**config.mk**
```make
export PLATFORM = sky130hd
export DESIGN_NAME = iec_host_tx
export DESIGN_NICKNAME = d
export VERILOG_FILES = /design/src/rtl/iec_host_tx.sv
export SDC_FILE = /design/constraint.sdc
export NUM_CORES = 1
export LEC_CHECK = 0
export ABC_AREA = 1
export BUFFER_PORTS_ARGS = -buffer_cell sky130_fd_sc_hd__buf_2
export CAP_MARGIN = 10
export CORE_MARGIN = 2
export CORE_UTILIZATION = 56
export CTS_BUF_LIST = sky130_fd_sc_hd__clkbuf_4
export DETAILED_ROUTE_END_ITERATION = 10
export PLACE_DENSITY = 0.79
export SLEW_MARGIN = 25
export SYNTH_ARGS = -nofsm -noshare
export SYNTH_HDL_FRONTEND = slang
export SYNTH_SLANG_ARGS = --single-unit
```
**constraint.sdc**
```tcl
create_clock -name clk_sys -period 1.7 [get_ports clk_sys]
set_input_delay 0.255 -clock clk_sys [delete_from_list [all_inputs] [get_ports clk_sys]]
set_output_delay 0.255 -clock clk_sys [all_outputs]
set_load 0.005 [all_outputs]
```
**src/rtl/iec_host_tx.sv**
```systemverilog
// IEC serial-bus host byte transmitter (talker side): ATN framing, device-present check, EOI, per-bit clocking, frame ack.
// Optional ready-for-data watchdog in RTS is compiled in with `define IEC_WATCHDOG_EN.
module iec_host_tx #(
  parameter int T_SETUP  = 20,
  parameter int T_BIT    = 60,
  parameter int T_EOI    = 250,
  parameter int T_ACK_TO = 1000,
  parameter int T_RFD_TO = 65000
) (
  input  logic       clk_sys,
  input  logic       reset_n,
  input  logic       ce,
  input  logic       start,
  input  logic [7:0] din,
  input  logic       atn,
  input  logic       eoi,
  input  logic       atn_end,
  input  logic       iec_clk_i,
  input  logic       iec_data_i,
  output logic       iec_atn_o,
  output logic       iec_clk_o,
  output logic       iec_data_o,
  output logic       busy,
  output logic       done,
  output logic [1:0] status,
  output logic [5:0] dbg_o
);

  // Handshake: start and atn_end are one-cycle requests honoured only while busy=0, and start
  // beats atn_end in the same cycle. done pulses for one cycle as busy drops; status is valid
  // from that cycle until the next accepted start.

  typedef enum logic [3:0] {
    S_IDLE,
    S_ATN_ASSERT,
    S_RTS,
    S_EOI_WAIT,
    S_EOI_REL,
    S_BIT_SETUP,
    S_BIT_VALID,
    S_FRAME_ACK,
    S_FINISH
  } state_t;

  localparam logic [1:0] ST_OK    = 2'd0;
  localparam logic [1:0] ST_NODEV = 2'd1;
  localparam logic [1:0] ST_FRAME = 2'd2;
`ifdef IEC_WATCHDOG_EN
  localparam logic [1:0] ST_WDOG  = 2'd3;
  localparam logic [15:0] LIM_RFD = 16'(T_RFD_TO - 1);
`endif

  localparam logic [15:0] LIM_SETUP  = 16'(T_SETUP - 1);
  localparam logic [15:0] LIM_BIT    = 16'(T_BIT - 1);
  localparam logic [15:0] LIM_ACK    = 16'(T_ACK_TO - 1);
  localparam logic [15:0] LIM_EOI_TO = 16'(T_EOI + T_ACK_TO - 1);

  state_t      state_q;
  logic [15:0] timer_q;
  logic [1:0]  settle_q;
  logic [2:0]  bit_q;
  logic [7:0]  din_q;
  logic        eoi_q;
  logic [1:0]  clk_sync_q;
  logic [1:0]  data_sync_q;

  logic data_s;
  logic settled;
  logic exp_setup;
  logic exp_bit;
  logic exp_ack;
  logic exp_eoi;

  always_ff @(posedge clk_sys or negedge reset_n) begin
    if (!reset_n) begin
      clk_sync_q  <= 2'b11;
      data_sync_q <= 2'b11;
    end else begin
      clk_sync_q  <= {clk_sync_q[0], iec_clk_i};
      data_sync_q <= {data_sync_q[0], iec_data_i};
    end
  end

  assign data_s = data_sync_q[1];
  // Our own DATA edges need two clk_sys to reach data_s; settled masks that window after entry.
  assign settled   = settle_q[1];
  assign exp_setup = ce && (timer_q >= LIM_SETUP);
  assign exp_bit   = ce && (timer_q >= LIM_BIT);
  assign exp_ack   = ce && (timer_q >= LIM_ACK);
  assign exp_eoi   = ce && (timer_q >= LIM_EOI_TO);
`ifdef IEC_WATCHDOG_EN
  logic exp_rfd;
  assign exp_rfd = ce && (timer_q >= LIM_RFD);
`endif

  assign dbg_o = {clk_sync_q[1], data_sync_q[1], state_q};

  always_ff @(posedge clk_sys or negedge reset_n) begin
    if (!reset_n) begin
      state_q    <= S_IDLE;
      timer_q    <= '0;
      settle_q   <= '0;
      bit_q      <= '0;
      din_q      <= '0;
      eoi_q      <= 1'b0;
      iec_atn_o  <= 1'b1;
      iec_clk_o  <= 1'b1;
      iec_data_o <= 1'b1;
      busy       <= 1'b0;
      done       <= 1'b0;
      status     <= ST_OK;
    end else begin
      done <= 1'b0;
      if (ce && (timer_q != 16'hFFFF)) timer_q <= timer_q + 16'd1;
      if (!settle_q[1]) settle_q <= settle_q + 2'd1;

      case (state_q)
        S_IDLE, S_FINISH: begin
          state_q  <= S_IDLE;
          timer_q  <= '0;
          settle_q <= '0;
          if (start) begin
            din_q  <= din;
            eoi_q  <= eoi;
            bit_q  <= '0;
            busy   <= 1'b1;
            status <= ST_OK;
            if (atn) begin
              state_q    <= S_ATN_ASSERT;
              iec_atn_o  <= 1'b0;
              iec_clk_o  <= 1'b0;
              iec_data_o <= 1'b1;
            end else begin
              state_q    <= S_RTS;
              iec_clk_o  <= 1'b1;
              iec_data_o <= 1'b1;
            end
          end else if (atn_end) begin
            iec_atn_o  <= 1'b1;
            iec_clk_o  <= 1'b1;
            iec_data_o <= 1'b1;
          end
        end

        S_ATN_ASSERT: begin
          if (settled && !data_s) begin
            state_q   <= S_RTS;
            iec_clk_o <= 1'b1;
            timer_q   <= '0;
            settle_q  <= '0;
          end else if (exp_ack) begin
            status     <= ST_NODEV;
            iec_atn_o  <= 1'b1;
            iec_clk_o  <= 1'b1;
            iec_data_o <= 1'b1;
            state_q    <= S_FINISH;
            busy       <= 1'b0;
            done       <= 1'b1;
            timer_q    <= '0;
          end
        end

        S_RTS: begin
          if (settled && data_s) begin
            timer_q  <= '0;
            settle_q <= '0;
            if (eoi_q) begin
              state_q <= S_EOI_WAIT;
            end else begin
              state_q    <= S_BIT_SETUP;
              iec_clk_o  <= 1'b0;
              iec_data_o <= din_q[0];
            end
          end
`ifdef IEC_WATCHDOG_EN
          else if (exp_rfd) begin
            status     <= ST_WDOG;
            iec_atn_o  <= 1'b1;
            iec_clk_o  <= 1'b1;
            iec_data_o <= 1'b1;
            state_q    <= S_FINISH;
            busy       <= 1'b0;
            done       <= 1'b1;
            timer_q    <= '0;
          end
`endif
        end

        S_EOI_WAIT: begin
          if (!data_s) begin
            state_q  <= S_EOI_REL;
            timer_q  <= '0;
            settle_q <= '0;
          end else if (exp_eoi) begin
            status     <= ST_FRAME;
            iec_atn_o  <= 1'b1;
            iec_clk_o  <= 1'b1;
            iec_data_o <= 1'b1;
            state_q    <= S_FINISH;
            busy       <= 1'b0;
            done       <= 1'b1;
            timer_q    <= '0;
          end
        end

        S_EOI_REL: begin
          if (settled && data_s) begin
            state_q    <= S_BIT_SETUP;
            iec_clk_o  <= 1'b0;
            iec_data_o <= din_q[0];
            timer_q    <= '0;
            settle_q   <= '0;
          end
        end

        S_BIT_SETUP: begin
          if (exp_setup) begin
            state_q   <= S_BIT_VALID;
            iec_clk_o <= 1'b1;
            timer_q   <= '0;
            settle_q  <= '0;
          end
        end

        S_BIT_VALID: begin
          if (exp_bit) begin
            iec_clk_o <= 1'b0;
            timer_q   <= '0;
            settle_q  <= '0;
            if (bit_q == 3'd7) begin
              state_q    <= S_FRAME_ACK;
              iec_data_o <= 1'b1;
            end else begin
              // Next bit goes straight onto DATA as CLK falls, opening its setup window.
              state_q    <= S_BIT_SETUP;
              bit_q      <= bit_q + 3'd1;
              iec_data_o <= din_q[bit_q + 3'd1];
            end
          end
        end

        S_FRAME_ACK: begin
          if (settled && !data_s) begin
            status    <= ST_OK;
            iec_clk_o <= eoi_q;
            state_q   <= S_FINISH;
            busy      <= 1'b0;
            done      <= 1'b1;
            timer_q   <= '0;
          end else if (exp_ack) begin
            status     <= ST_FRAME;
            iec_atn_o  <= 1'b1;
            iec_clk_o  <= 1'b1;
            iec_data_o <= 1'b1;
            state_q    <= S_FINISH;
            busy       <= 1'b0;
            done       <= 1'b1;
            timer_q    <= '0;
          end
        end

        default: begin
          state_q <= S_IDLE;
          busy    <= 1'b0;
        end
      endcase
    end
  end

endmodule

```
== Yosys cells after proc, flatten, opt, wreduce, memory -nomap -nowiden ==
Index checks and enable logic that the tools add are counted.

* Add/sub/neg operators: 3
* $lt $le $gt $ge: 5
* Eq/ne operators: 27
* Multiplexer cells: 83
* Bitwise gates (word level): 1
* Reductions and logical operators: 26

{| class="wikitable"
|+ Operators by type and width
! kind !! count
|-
| 16-bit two-way mux || 8
|-
| 16-bit one-hot mux with 6 select lines || 1
|-
| 4-bit two-way mux || 9
|-
| 1-bit two-way mux || 35
|-
| 2-bit two-way mux || 16
|-
| 4-bit one-hot mux with 8 select lines || 1
|-
| 2-bit != test, second input constant || 12
|-
| 16-bit by 1-bit adder with 16-bit output, second input constant || 1
|-
| 4-bit by 3-bit equality test with 1-bit output, second input constant || 4
|-
| 16-bit by 10-bit greater-or-equal comparator with 1-bit output, second input constant || 1
|-
| 16-bit by 11-bit greater-or-equal comparator with 1-bit output, second input constant || 1
|-
| 16-bit by 5-bit greater-or-equal comparator with 1-bit output, second input constant || 1
|-
| 16-bit by 6-bit greater-or-equal comparator with 1-bit output, second input constant || 1
|-
| 16-bit != test, second input constant || 1
|-
| 7-bit AND reduction || 2
|-
| 3-bit two-way mux || 4
|-
| 3-bit != test, second input constant || 4
|-
| 2-bit one-hot mux with 6 select lines || 1
|-
| 10-bit AND reduction || 1
|-
| 5-bit AND reduction || 2
|-
| 9-bit AND reduction || 1
|-
| 4-bit by 2-bit equality test with 1-bit output, second input constant || 2
|-
| 1-bit one-hot mux with 8 select lines || 1
|-
| 2-bit one-hot mux with 4 select lines || 1
|-
| other kinds (25) || 34
|}

* Register bits after elaboration: 45
* Bits of input ports: 17
* Output and inout bits: 13

== Longest topological paths before layout ==
* Depth after elaboration: 6
* Depth in mapped cells: 14
* Gate-level depth less buffers: 14

== Least setup slack after synthesis ==
OpenSTA, ideal clock, no wires.

* Path type: register to register
* Start: register timer_q[0]
* End: register timer_q[6]
* Library setup time: 0.113 ns
* Data arrival time: 1.595 ns
* Setup slack: -0.008 ns
* Cell stages (with the launch flop): 15
* Period minus slack after synthesis: 1.708 ns
* Cell sequence: dfrtp_1 -> ha_1 -> nand2_1 -> inv_1 -> nand2_1 -> nor2_4 -> nand2_1 -> nand2_4 -> inv_2 -> buf_6 -> nand3_1 -> nand2_1 -> clkinv_1 -> nand2_1 -> inv_1

* Cells in the longest elaborated chain, start to end: 6
* Elaborated cells on any way between the ends: 20
* Those cells by class: add/sub: 1; order compare: 4; eq/ne: 1; mux: 9; reduce/logical: 5

{| class="wikitable"
|+ Ends and longest elaborated chain
! what !! RTL line !! text
|-
| from (decl) || 59 || <nowiki>logic [15:0] timer_q;</nowiki>
|-
| from (signal assigned) || 114 || <nowiki>if (ce && (timer_q != 16'hFFFF)) timer_q <= timer_q + 16'd1;</nowiki>
|-
| parallel branches: the longest is 5 deep, another holds 16-bit by 1-bit adder with 16-bit output || - ||
|-
| 16-bit one-hot mux with 6 select lines * || 117 || <nowiki>case (state_q)</nowiki>
|}

Mark *: on every way between the ends.
A chain may end at the register's enable or synchronous reset.

== Final worst setup path ==
* Start: register timer_q[0]
* End: register state_q[0]

* Cells in the longest elaborated chain, start to end: 5
* Elaborated cells on any way between the ends: 16
* Those cells by class: order compare: 4; eq/ne: 3; mux: 4; reduce/logical: 5

{| class="wikitable"
|+ Ends and longest elaborated chain
! what !! RTL line !! text
|-
| 16-bit by 10-bit greater-or-equal comparator with 1-bit output || 89 || <nowiki>assign exp_ack = ce && (timer_q >= LIM_ACK);</nowiki>
|-
| 1-bit logical AND || 89 ||
|-
| 4-bit two-way mux || - ||
|-
| 4-bit two-way mux, on equally long branches || - ||
|-
| 4-bit one-hot mux with 8 select lines || - ||
|-
| to (signal assigned) || 100 || <nowiki>state_q <= S_IDLE;</nowiki>
|-
| to (signal assigned) || 119 || <nowiki>state_q <= S_IDLE;</nowiki>
|-
| to (signal assigned) || 129 || <nowiki>state_q <= S_ATN_ASSERT;</nowiki>
|-
| to (decl) || 58 || <nowiki>state_t state_q;</nowiki>
|}

Parallel ways exist; a longest one is shown, timed or not.

==> metrics.txt <==
Worst Path Required=2030 ps; pwr dens=1553 nW/um2; reg2reg setup slack=-60 ps; die area=6091 um2; CP max FO=4; die width=roughly 78 um; FMAX=569.1 MHz; Setup crit start kind=flip-flop; Buf+Inv Stages, Crit Path=3; synth warn=0; VDD IR max=0.0008020 V; routed len/inst=13.55 um; global-route wire length before repair=13410 um; Worst-Skew Late Latency=380 ps; DRT iter0 DRCs=211; setup_tns=-301.5 ps; syn_nets=485; RSZ-0062 raised after global routing=yes; Pre-antenna DRT Iters=5; critical path's largest stage delay=approximately 480 ps; Max-Cap Viols=0; TritonCTS Sinks=45; Core Util, Final=76.42%; vias=between 3000 and 4000; fraction of layout cells with a size suffix above 1=33.82%; status=finished, violations left; initial antenna violation count=0; Yosys reg bits=45; number of global-route vias before repair=3017; largest net degree at the start of global routing=46; Antenna Cells=0; critical path class=reg2reg; internal power=3.208 mW; Hold Path Origin=din[5]; slew margin rel.=76.21%; num rows=26; WHS Endpoint=din_q[5]; hold path depth=3; All-Layer GR Usage=between 20% and 30%; ANT nets after route=0; R2R cell count=12; Via density=slightly above 5; core box area=~5200 um2; cells along the critical path=ha_4 > nand2_4 > inv_2 > o21ai_1 > nand2_1 > nand2_2 > nand4_1 > buf_6 > buf_4 > nand3_2 > nand3_2 > nand2_1; clock buffer depth=2; Sw Ratio=48.06%; Comb power frac=62.8%; register share of total power=27.9%; area grow syn2layout=29.54%; worst reg2reg endpoint=state_q[0]; Top-Level Pins=30; P_sw=between 2 and 3 mW; Synth Cell Area=3070 um2; Tcrit/Tclk final=103.4%; Gate Count Post-Synth=462; Slew @ Worst Pin=between 300 and 400 ps; final setup vio count=12; H-tree depth=2; placer congestion estimate=0.9343; Hold Vio Cnt, Final=0; Netlist cell types=33; clock share of power=under 10%; total CTS buffers=5; clock-pin slew on the worst setup and hold paths=160 ps; Max Slew Vio Count=0; port buffer count=29; crit end category=flip-flop; failing checks=negative setup slack; Final nets=between 500 and 600; DR DRC count=0; Setup Skew=16.80 ps; total design power=6.177 mW; CP top delay family=simple AND/OR/NAND/NOR gates; reported leakage power=2.190 nW; CTS root buf=clkbuf_4; TritonCTS clock tree=done; sequential area share after synthesis=36.96%; min Tclk post-route=1757 ps; final worst slack=-57.12 ps; GR Overflow Total=0; WP data arrival=2090 ps; Die H=between 70 and 80 um; DP Wirelength=about 5700 um; Post-Route WL=~8400 um; worst reg2reg startpoint=timer_q[0]; Worst path slowest cell=dfrtp_2; worst hold path class=in2reg; initial core utilization=about three fifths; Synth Area per Inst=6.646 um2
-- how the worst max path moves through the flow --
stage	startpoint	endpoint	slack, ps	depth (start not counted)
floorplan	timer_q[0]	timer_q[6]	40	14
global placement	timer_q[0]	timer_q[6]	-40	13
detailed placement	timer_q[0]	timer_q[8]	-110	13
CTS	timer_q[0]	busy	-20	12
global route	timer_q[4]	timer_q[11]	-160	11
finish	timer_q[0]	state_q[0]	-60	12
-- flip-flops by register name, indices dropped and copies added (netlist names) --
signal       count
data_sync_q      2
settle_q         2
bit_q            3
state_q          4
done             1
iec_clk_o        1
din_q            8
status           2
eoi_q            1
busy             1
iec_data_o       1
clk_sync_q       2
iec_atn_o        1
timer_q         16
-- per-stage QoR --
step	std cells	cell area (um2)	worst slack (ps)	hold WS, ps
floorplan	462	3073	35.50	-40.59
global placement	598	3597	-44.92	250.2
detailed placement	598	3597	-114.7	250.0
CTS	612	3769	-24.96	63.74
global route	617	3978	-155.3	69.93
finish	617	3978	-57.12	69.66
-- timing repair --
item / 4_1_cts / 5_1_grt
buffers inserted: 2 / 5
pin swaps: 15 / 23
endpoints found under the hold margin: 40 / 0
gates resized for setup: 18 / 68
hold buffers: 3 / 0
gates cloned: 1 / 0
endpoints found under the setup margin: 26 / 32
-- area by class of cell --
type	instances	area, um2
fillers	418	1227
inverters	88	337.8
well taps	70	87.58
multi-input cells	321	1749
clock inverters	3	25.02
flip-flops and latches	45	1147
clock buffers	5	37.54
repair buffers	85	593.1
-- power groups by stage --
stage,Combinational (mW),Clock (mW),Sequential [mW]
floorplan,2.09,0,1.65
global placement,3.09,0,1.67
detailed placement,3.16,0,1.69
CTS,3.38,0.594,1.67
global route,4.28,0.629,1.76
finish,3.88,0.577,1.72
-- worst register-to-register path, cell delays in order, from the launching register on --
cell and delay [ps]:
dfrtp_2 480, ha_4 190, nand2_4 60, inv_2 40, o21ai_1 130, nand2_1 100
nand2_2 110, nand4_1 120, buf_6 160, buf_4 130, nand3_2 50, nand3_2 70
nand2_1 50
-- placed cells by master (no fill, tap or decap), types with 5 or more instances in the layout --
cell type and instances:
dfrtp_1 28, dfrtp_2 10, a21oi_1 6, nor3_1 5
nor2_4 6, clkbuf_4 5, nor2_2 7, xor2_1 5
buf_4 50, buf_2 29, nand2_4 5, dfstp_2 7
nor2_1 42, inv_2 17, nand2_2 25, nand2_1 124
o21ai_1 14, nand3_1 26, o21ai_0 20, inv_1 67
nand4_1 5
-- Yosys cell counts, drive strengths merged --
cell	instances	area share [%]
ha	6	2.4
clkbuf	2	0.24
a21boi	1	0.24
xnor2	1	0.29
xor2	5	1.4
clkinv	3	0.37
o21ai	35	5.7
o211ai	3	0.73
buf	7	1.9
or2	1	0.20
and3	1	0.20
dfstp	7	6.0
nand3	30	5.5
nor2	56	8.1
nand3b	3	0.73
o311ai	2	0.57
inv	85	10
a21oi	8	1.3
dfrtp	38	31
nand2	154	20
nor3	9	1.5
nand4	5	1.0
-- metal layers --
layer	wire (um)	global-route usage [%]	share of wire [%]	vias to the layer above
li1	-	-	-	1590
met1	3721	37.09	44	1478
met2	4099	45.43	49	118
met3	440	4.253	5.3	18
met4	100	7.719	1.2	0
met5	0	0	0	-
-- cells by family (layout without fill, tap and decap cells) --
family	after synthesis	in the layout	share of synthesized area, %
and+or+nand+nor	259	260	37.41
xor gates and xnor gates	6	6	1.711
DFF	45	45	36.96
adders and majority gates	6	6	2.445
buffers and inverters	97	181	12.92
AOI/OAI and AO/OA	49	49	8.558
Power figures use the tool's default switching activity.
